==> src/rtl/ibus_responder.sv <==
// Instruction-bus responder: accepts one fetch request and returns up to two consecutive
// instruction words read through a single-outstanding memory port (kseg0/kseg1 mapped).
module ibus_responder #(
  parameter int unsigned LINE_BYTES = 16
) (
  input  logic        clk,
  input  logic        reset,
  input  logic        ireq_valid,
  input  logic [31:0] ireq_addr,
  output logic        iresp_addr_ok,
  output logic        iresp_data_ok,
  output logic [31:0] iresp_data_1,
  output logic [31:0] iresp_data_2,
  output logic        iresp_valid_2,
  output logic        mem_req,
  output logic [31:0] mem_addr,
  input  logic        mem_addr_ok,
  input  logic        mem_data_ok,
  input  logic [31:0] mem_rdata
);

  localparam int unsigned OffW = $clog2(LINE_BYTES);

  typedef enum logic [2:0] {StIdle, StReq1, StWait1, StReq2, StWait2, StResp} state_e;

  state_e      state_q, state_d;
  logic [31:0] paddr_q, paddr_d;
  logic [31:0] word1_q, word1_d;
  logic [31:0] word2_q, word2_d;
  logic        two2_q, two2_d;
  logic        valid2_q, valid2_d;
  logic        idle_req, misaligned;

  assign idle_req   = (state_q == StIdle) && ireq_valid;
  assign misaligned = idle_req && (ireq_addr[1:0] != 2'b00);

  always_comb begin
    state_d  = state_q;
    paddr_d  = paddr_q;
    word1_d  = word1_q;
    word2_d  = word2_q;
    two2_d   = two2_q;
    valid2_d = valid2_q;
    case (state_q)
      StIdle: begin
        if (ireq_valid) begin
          valid2_d = 1'b0;
          if (ireq_addr[1:0] != 2'b00) begin
            // Misaligned fetch: answered immediately with zero data, no memory access.
            word1_d = '0;
            word2_d = '0;
          end else begin
            paddr_d = {3'b000, ireq_addr[28:0]};
            two2_d  = (ireq_addr[OffW-1:2] != '1);
            state_d = StReq1;
          end
        end
      end
      StReq1: begin
        if (mem_addr_ok) begin
          if (mem_data_ok) begin
            word1_d = mem_rdata;
            state_d = two2_q ? StReq2 : StResp;
          end else begin
            state_d = StWait1;
          end
        end
      end
      StWait1: begin
        if (mem_data_ok) begin
          word1_d = mem_rdata;
          state_d = two2_q ? StReq2 : StResp;
        end
      end
      StReq2: begin
        if (mem_addr_ok) begin
          if (mem_data_ok) begin
            word2_d = mem_rdata;
            state_d = StResp;
          end else begin
            state_d = StWait2;
          end
        end
      end
      StWait2: begin
        if (mem_data_ok) begin
          word2_d = mem_rdata;
          state_d = StResp;
        end
      end
      StResp: begin
        valid2_d = two2_q;
        state_d  = StIdle;
      end
      default: state_d = StIdle;
    endcase
  end

  always_ff @(posedge clk) begin
    if (reset) begin
      state_q  <= StIdle;
      paddr_q  <= '0;
      word1_q  <= '0;
      word2_q  <= '0;
      two2_q   <= 1'b0;
      valid2_q <= 1'b0;
    end else begin
      state_q  <= state_d;
      paddr_q  <= paddr_d;
      word1_q  <= word1_d;
      word2_q  <= word2_d;
      two2_q   <= two2_d;
      valid2_q <= valid2_d;
    end
  end

  always_comb begin
    iresp_addr_ok = idle_req;
    iresp_data_ok = misaligned || (state_q == StResp);
    iresp_data_1  = misaligned ? 32'h0 : word1_q;
    iresp_data_2  = misaligned ? 32'h0 : word2_q;
    iresp_valid_2 = (state_q == StResp) ? two2_q : (misaligned ? 1'b0 : valid2_q);
    mem_req       = (state_q == StReq1) || (state_q == StReq2);
    mem_addr      = '0;
    if (state_q == StReq1) begin
      mem_addr = paddr_q;
    end else if (state_q == StReq2) begin
      mem_addr = paddr_q + 32'd4;
    end
  end

endmodule
==> config.mk <==
export PLATFORM = sky130hd
export DESIGN_NAME = ibus_responder
export DESIGN_NICKNAME = d
export VERILOG_FILES = /design/src/rtl/ibus_responder.sv
export SDC_FILE = /design/constraint.sdc
export NUM_CORES = 1
export LEC_CHECK = 0
export CELL_PAD_IN_SITES_DETAIL_PLACEMENT = 0
export CELL_PAD_IN_SITES_GLOBAL_PLACEMENT = 1
export CORE_ASPECT_RATIO = 0.5
export CORE_MARGIN = 3
export CORE_UTILIZATION = 35
export CTS_BUF_LIST = sky130_fd_sc_hd__clkbuf_16
export DETAILED_ROUTE_END_ITERATION = 16
export PLACE_DENSITY = 0.91
export SETUP_SLACK_MARGIN = 0.1
export SLEW_MARGIN = 20
export SYNTH_ARGS = -nofsm -noshare
export SYNTH_HDL_FRONTEND = slang
export SYNTH_SLANG_ARGS = --single-unit
==> constraint.sdc <==
create_clock -name clk -period 4.35 [get_ports clk]
set_input_delay 0.87 -clock clk [delete_from_list [all_inputs] [get_ports clk]]
set_output_delay 0.87 -clock clk [all_outputs]
set_load 0.03 [all_outputs]
### Word level (Yosys, flattened, before mapping)

Index checks and enable logic that the tools add are counted.

| word-level totals | value |
|---|---|
| bits of input ports | 69 |
| register bits | 98 |
| logic and storage cells | 61 |
| output and inout port bits | 100 |

| operators by class | value |
|---|---|
| bitwise operators | 1 |
| reduce and logical (&&, ||, !) cells | 14 |
| add/subtract/negate cells | 1 |
| eq/ne operators | 13 |
| mux-type cells | 26 |

Operators with widths:

| kind | number |
|---|---|
| two-way mux 32 bit | 8 |
| case mux 32 bit (3 select lines) | 2 |
| two-way mux 30 bit | 2 |
| adder 29 x 3 -> 30 bit, second input constant | 1 |
| two-way mux 3 bit | 8 |
| case mux 3 bit (5 select lines) | 1 |
| inequality test 2 bit, second input constant | 7 |
| AND reduction 4 bit | 2 |
| equality test 3 x 2 -> 1 bit, second input constant | 2 |
| equality test 3 bit, second input constant | 2 |
| AND reduction 6 bit | 1 |
| nonzero test 3 bit | 2 |
| two-way mux 1 bit | 4 |
| nonzero test 2 bit | 2 |
| equality test 3 x 1 -> 1 bit, second input constant | 1 |
| logical NOT 3 bit | 1 |
| AND reduction 3 bit | 1 |
| logical AND 1 bit | 2 |
| logical OR 1 bit | 2 |
| inequality test 2 x 1 -> 1 bit, second input constant | 1 |
| case mux 1 bit (2 select lines) | 1 |
| AND reduction 2 bit | 1 |
| inverter 1 bit | 1 |

### Longest topological paths before layout

Gate-level depths: netlist of run 1.

| logic depth | value |
|---|---|
| word-level depth | 5 |
| depth in mapped cells | 7 |
| depth with buffers taken out | 5 |

### Least setup slack after synthesis of run 1

Ideal clock, no wire load.

| timing | value |
|---|---|
| kind | input to output |
| start | input port ireq_valid |
| end | output port iresp_data_1[14] |
| cell stages on the path | 6 |
| required time | 3480 ps |
| buffers on the path | 2 |
| setup slack | 1025 ps |
| data arrival time | 2455 ps |
| path through | or4b_1 -> inv_1 -> o21ai_0 -> clkbuf_1 -> clkbuf_1 -> and2_1 |

| between the ends | value |
|---|---|
| word-level cells in the longest chain between the ends | 3 |

Ends and longest elaborated chain:

| what | RTL line | text |
|---|---|---|
| start, declared | 8 | `input logic ireq_valid,` |
| logical AND 1 bit | 34 | `assign idle_req = (state_q == StIdle) && ireq_valid;` |
| via iresp_addr_ok | 10 | `output logic iresp_addr_ok,` |
| logical AND 1 bit | 35 | `assign misaligned = idle_req && (ireq_addr[1:0] != 2'b00);` |
| two-way mux 32 bit | 120 | `iresp_data_1 = misaligned ? 32'h0 : word1_q;` |
| end, declared | 12 | `output logic [31:0] iresp_data_1,` |

The timed path passes the listed nets, and every way through them passes these cells.

### Worst setup path in the final report of run 1

| timing | value |
|---|---|
| start | register paddr_q[2] |
| end | output port mem_addr[18] |

| between the ends | value |
|---|---|
| word-level cells in the longest chain between the ends | 3 |

Ends and longest elaborated chain:

| what | RTL line | text |
|---|---|---|
| start, declared | 27 | `logic [31:0] paddr_q, paddr_d;` |
| start signal, assigned | 109 | `paddr_q <= paddr_d;` |
| adder 29 x 3 -> 30 bit | 128 | `mem_addr = paddr_q + 32'd4;` |
| two-way mux 30 bit | 127 | `end else if (state_q == StReq2) begin` |
| two-way mux 30 bit | 125 | `if (state_q == StReq1) begin` |
| end, declared | 16 | `output logic [31:0] mem_addr,` |

No other way between the ends.

==> impl_metrics.yaml, run 1 <==
global_route:
  grt_pass1_wl_mm: 25.1
  grt_use_total: 0.186
  grt_max_degree: 127
  number_of_global_route_vias_before_repair: 4905
  antenna_found_initial: 0
  total_grt_overflow: 0
timing:
  setup_slack_ns: 0.241
  layout_min_cycle_time_ns: 4.11
  final_sum_of_negative_setup_slack_ns: 0
  grt_setup_unrepaired: "no"
  finalClockSkew_ns: 0.00672
  fmax_mhz: 243
  setup_viol: 0
  timing.final.max_slew_violations: 0
  timing_hold_violations_final: 0
  timing_worst_slew_pin_value_ns: 1.07
  max-slew-margin-rel: 0.287
  finalCritPeriodShare: 0.945
final_layout:
  syn_to_final_growth_pct: 39.7
  mostFrequentLayoutCells: "160 x sky130_fd_sc_hd__clkdlybuf4s50_1, 111 x sky130_fd_sc_hd__a21oi_1, 98 x sky130_fd_sc_hd__dfxtp_1"
  layout.nets: 868
  fillerInstances: 1366
  layout.cells.most_common: "sky130_fd_sc_hd__clkdlybuf4s50_1"
  antenna-diode-count: 0
  fraction_of_layout_cells_with_a_size_suffix_above_1: 0.0535
floorplanning:
  design.die.area_mm2: 0.0162
  floorplan.die.width_um: 177
  initial_utilization: 0.368
  floorplan.core_area_mm2: 0.0139
  floorplan.die.height_um: 91.6
  ios: 169
  rows: 30
synthesis:
  ys_seq_elements: 98
  yosys_warnings: 0
  synth_seq_area_share: 0.383
  synth_top_area_cell: "sky130_fd_sc_hd__dfxtp_1"
  synth.top_cell.area_share: 0.383
  asyncSetResetFlopFracSynth: 0
  synthTopCellsByArea: "sky130_fd_sc_hd__dfxtp_1 38%, sky130_fd_sc_hd__a21oi_1 11%, sky130_fd_sc_hd__o211ai_1 9.4%"
  average_instance_area_after_synthesis_um2: 7.57
  synth_cells: 677
  synth_enable_flop_cells: 0
  synth.distinct_cells: 50
  synth-main-ff-cell: "sky130_fd_sc_hd__dfxtp_1"
  synthesis.area_mm2: 0.00512
cts:
  clock_insertion_delay_worst_skew_ns: 0.34
  hold_buffers: 0
  clock_sinks: 98
  cts_root_buf: "sky130_fd_sc_hd__clkbuf_16"
  cts_inserted_buffers: 9
  tritoncts_clock_tree: "yes"
  post-cts-setup-buffers: 0
  clk_pin_slew_ns: 0.07
  cts_max_path_buffers: 2
  htree_num_levels: 3
drt:
  remaining_drc_errors: 0
  firstDrtPassIters: 4
  detail_route.wl_per_cell_um: 15.6
  vias_post_dr: 5249
  drtAntennaViolNets: 0
  viasPerCell: 5.28
  routed_wl_mm: 15.5
  drt_iter0_markers: 274
power_and_ir_drop:
  power.static_leakage_uw: 0.00228
  power_per_cell_area_mw_per_mm2: 279
  max-vdd-ir-drop_uv: 213
worst_hold_path:
  class_of_the_worst_hold_path: "register to register"
placement:
  io_buffer_count: 163
  dp.final_hpwl_mm: 9.87
  detailedPlace.worstSlack_ns: 0.272
  globalplace.congestion: 0.805
worst_setup_path:
  crit_path_start_kind: "register"
  critical_path.max_fanout: 14
  crit_required_ns: 3.48
  critical_path_class: "register to output port"
  critical_path.endpoint_type: "output port"
  critical_path_arrival_ns: 3.24
flow_run:
  max_cap_viols: 0
outcome:
  status: "complete, no violations"
==> registers in the layout, indices dropped and copies added, names as in the netlist <==
name,flops
word1_q,32
word2_q,32
paddr_q,29
state_q,3
two2_q,1
valid2_q,1
==> logic make-up (layout without fill, tap and decap cells) <==
group	count (synthesis)	in the layout	synth area share
AND/OR/NAND/NOR	285	285	0.295
AO/OA/AOI/OAI	204	204	0.238
XOR/XNOR	11	11	0.0188
other	1	2	0.000732
buffers and inverters	76	201	0.0601
multiplexers	1	1	0.00195
adder cells (fa/ha/maj)	1	1	0.00244
flip-flops	98	98	0.383
==> area by class of cell <==
cell class / instances / area [µm²] / area share
multi-input cells: 504 / 2890 / 0.404
clock inverters: 7 / 61.3 / 0.00857
well taps: 192 / 240 / 0.0336
inverters: 9 / 33.8 / 0.00472
repair buffers: 176 / 1740 / 0.244
flip-flops and latches: 98 / 1960 / 0.274
clock buffers: 9 / 225 / 0.0315
==> metrics by stage <==
| stage | std cells | utilization | hold WS (ns) | instance area (µm²) | power (µW) |
|---|---|---|---|---|---|
| 2_1_floorplan | 678 | - | 0.439 | 5130 | 1110 |
| 3_3_place_gp | 979 | 0.493 | 0.445 | 6860 | 1230 |
| 3_5_place_dp | 979 | 0.493 | 0.451 | 6860 | 1240 |
| 4_1_cts | 995 | 0.513 | 0.460 | 7150 | 2020 |
| 5_1_grt | 995 | 0.514 | 0.486 | 7160 | 2080 |
| 6_report | 995 | 0.514 | 0.457 | 7160 | 2000 |
==> worst max-delay path, cell delays in order, from the launching register on <==
cell,delay (ns)
sky130_fd_sc_hd__dfxtp_1,0.44
sky130_fd_sc_hd__ha_1,0.22
sky130_fd_sc_hd__nand4_1,0.21
sky130_fd_sc_hd__or4_4,0.63
sky130_fd_sc_hd__or3_2,0.47
sky130_fd_sc_hd__a21oi_1,0.21
sky130_fd_sc_hd__clkdlybuf4s50_1,0.72
==> path summary, 6_finish.rpt <==
path / end / slack, ns / from / cells past startpoint
setup / recovery: mem_addr[18] / 0.24 / paddr_q[2] / 6
hold / removal: word1_q[28] / 0.46 / word1_q[28] / 2
setup reg to reg: word1_q[26] / 1.99 / state_q[1] / 7
hold reg to reg: word1_q[28] / 0.46 / word1_q[28] / 2
==> layer usage <==
layer  routed length, µm  track usage  share of wire  vias up
li1                    -            -              -     2645
met1                7250        0.251           0.47     2464
met2                7420        0.310           0.48      132
met3                 702       0.0368          0.045        8
met4                 107       0.0366         0.0069        0
met5                   0            0              0        -
==> where the power goes <==
| part | switching, µW | internal (µW) |
|---|---|---|
| Combinational | 171 | 111 |
| Clock | 338 | 439 |
| Sequential | 19.6 | 915 |
| Total | 529 | 1470 |
==> cells in the mapped netlist (7+ instances only) <==
cell                       count
sky130_fd_sc_hd__xnor2_1       7
sky130_fd_sc_hd__and2_1       66
sky130_fd_sc_hd__dfxtp_1      98
sky130_fd_sc_hd__or3_1         9
sky130_fd_sc_hd__a21oi_1     111
sky130_fd_sc_hd__o21ai_0      14
sky130_fd_sc_hd__nand3_1      72
sky130_fd_sc_hd__nand4_1       7
sky130_fd_sc_hd__inv_1         9
sky130_fd_sc_hd__clkbuf_1     52
sky130_fd_sc_hd__nor2_1       20
sky130_fd_sc_hd__nand2_1      73
sky130_fd_sc_hd__o211ai_1     64
==> timing repair <==
action / CTS / global route
endpoints found under the setup margin: 0 / 2
endpoints found under the hold margin: 0 / 0
resized for setup: 0 / 2
No activity file was read; power rests on OpenSTA's default activity.
==> inputs of run 2 (changes only) <==
- GPL_TIMING_DRIVEN: unset -> 0
- TNS_END_PERCENT: unset -> 100
==> run 2 against run 1 <==
Sequential share of layout area is 0.55 points lower. Combinational power up 7.1%. Via count rose by 5.1%. Clock power up 17%. Clock skew down 0.0014 ns. Critical path depth rose by 1. Count of clock-buffer cells in the layout stayed put. Die area stayed put. Non-clock buffer count increased by 53. Power grew 7.7%. Setup slack worse by 0.036 ns.
==> impl_metrics.yaml, run 2 (same netlist as run 1, synthesis figures left out) <==
cts:
  post-cts-setup-buffers: 0
  cts_root_buf: "sky130_fd_sc_hd__clkbuf_16"
  tritoncts_clock_tree: "yes"
  clock_insertion_delay_worst_skew_ns: 0.34
  cts_inserted_buffers: 9
  clk_pin_slew_ns: 0.07
  htree_num_levels: 3
  cts_max_path_buffers: 2
  clock_sinks: 98
timing:
  layout_min_cycle_time_ns: 4.15
  finalClockSkew_ns: 0.00534
  timing_hold_violations_final: 0
  setup_viol: 0
  timing.final.max_slew_violations: 0
  timing_worst_slew_pin_value_ns: 0.643
  grt_setup_unrepaired: "yes"
  finalCritPeriodShare: 0.953
  setup_slack_ns: 0.204
  fin_hold_ws_ns: 0.458
  final_sum_of_negative_setup_slack_ns: 0
  fmax_mhz: 241
  max-slew-margin-rel: 0.571
worst_setup_path:
  critical_path.max_fanout: 10
  crit_path_frequent_cell: "sky130_fd_sc_hd__clkdlybuf4s50_1"
  critical_path.endpoint_type: "output port"
  critical_path.top_delay_family: "buffers and inverters"
  crit_path_top_delay_cell: "sky130_fd_sc_hd__clkdlybuf4s50_1"
  crit_required_ns: 3.48
  crit_path_start_kind: "input pin"
  critical_path_class: "input pin to output port"
  crit_chain: "clkdlybuf4s50_1 > or4b_1 > inv_1 > o21ai_1 > clkbuf_2 > and2_1 > clkdlybuf4s50_1"
  max_incr_delay_on_cp_ns: 0.59
  path_buf_inv: 4
  critical_path_arrival_ns: 3.28
global_route:
  total_grt_overflow: 0
  number_of_global_route_vias_before_repair: 5336
  grt_max_degree: 17
  grt_pass1_wl_mm: 27.3
  antenna_found_initial: 0
  grt_use_total: 0.208
final_layout:
  fin_cells: 1047
  fraction_of_layout_cells_with_a_size_suffix_above_1: 0.0480
  layout.nets: 921
  antenna-diode-count: 0
  mostFrequentLayoutCells: "116 x sky130_fd_sc_hd__clkdlybuf4s50_1, 111 x sky130_fd_sc_hd__a21oi_1, 98 x sky130_fd_sc_hd__dfxtp_1"
  syn_to_final_growth_pct: 42.5
  layout.cells.most_common: "sky130_fd_sc_hd__clkdlybuf4s50_1"
  fillerInstances: 1375
  fin_util: 0.524
  reg_top3: "word1_q (32), word2_q (32), paddr_q (29)"
floorplanning:
  initial_utilization: 0.368
  floorplan.core_area_mm2: 0.0139
  floorplan.die.height_um: 91.6
  ios: 169
  rows: 30
  design.die.area_mm2: 0.0162
  floorplan.die.width_um: 177
power_and_ir_drop:
  power_frac_clock: 0.425
  power.share.combinational: 0.140
  max-vdd-ir-drop_uv: 175
  seq_power_share: 0.434
  switchingPower_uw: 558
  power.static_leakage_uw: 0.00262
  power_per_cell_area_mw_per_mm2: 294
  power.share.switching: 0.260
  internal-power_uw: 1590
flow_run:
  max_cap_viols: 0
placement:
  globalplace.congestion: 0.888
  detailedPlace.worstSlack_ns: -0.217
  dpl.cell_count: 1032
  io_buffer_count: 162
  dp.final_hpwl_mm: 12.9
drt:
  remaining_drc_errors: 0
  routed_wl_mm: 17.2
  viasPerCell: 5.27
  drtAntennaViolNets: 0
  firstDrtPassIters: 4
  vias_post_dr: 5515
  detail_route.wl_per_cell_um: 16.4
  drt_iter0_markers: 323
worst_hold_path:
  class_of_the_worst_hold_path: "register to register"
outcome:
  status: "complete, no violations"
-- run 2: cell types whose count changed in the layout (fill, tap and decap cells not counted), sizes merged --
cell and change:
clkbuf +53, clkdlybuf4s50 -44, bufinv +2, inv +1
clkinv -3, clkinvlp -1, dlygate4sd2 +40, dlymetal6s2s +4
-- run 2: area by class of cell --
class | instances | area [µm²] | area share
Clock inverter | 6 | 111 | 0.0153
Multi-Input combinational cell | 504 | 2860 | 0.391
Sequential cell | 98 | 1960 | 0.269
Timing Repair Buffer | 162 | 1590 | 0.217
Inverter | 9 | 33.8 | 0.00463
Clock buffer | 9 | 225 | 0.0308
Buffer | 67 | 284 | 0.0389
Tap cell | 192 | 240 | 0.0329
-- run 2: metal layers --
layer / wire (µm) / global-route usage / vias to the layer above
li1: - / - / 2743
met1: 7800 / 0.271 / 2591
met5: 0 / 0 / -
met2: 8230 / 0.354 / 163
met3: 971 / 0.0401 / 18
met4: 222 / 0.0529 / 0
-- run 2: metrics by stage --
stage,total power (µW),instance area (µm²)
finish,2150,7300
floorplan,1110,5130
global placement,1250,6990
CTS,2160,7280
global route,2230,7300
detailed placement,1250,6990
-- run 2: path summary, 6_finish.rpt --
kind,startpoint,endpoint,cells after the start,slack [ns]
min reg2reg,word2_q[23],word2_q[23],2,0.46
min,word2_q[23],word2_q[23],2,0.46
max reg2reg,state_q[0],word1_q[24],5,2.09
max,ireq_valid,iresp_data_2[24],7,0.20
-- run 2: timing repair --
action | 4_1_cts | 5_1_grt
setup endpoints to repair | 56 | 36
pin swaps | 0 | 0
gates resized for setup | 44 | 14
endpoints found under the hold margin | 0 | 0
hold buffers | 0 | 0
-- run 2: tightest hold or removal path, stage by stage (launching register included) --
cell	delay [ns]
sky130_fd_sc_hd__dfxtp_1	0.31
sky130_fd_sc_hd__nand3_1	0.06
sky130_fd_sc_hd__a21oi_1	0.05
-- run 2: power by group through the flow --
stage / registers (µW) / clock network [µW] / logic (µW)
final: 933 / 914 / 302
after global routing: 935 / 961 / 330
after CTS: 933 / 929 / 301
after detailed placement: 953 / 0 / 301
after global placement: 952 / 0 / 298
after floorplan: 948 / 0 / 158
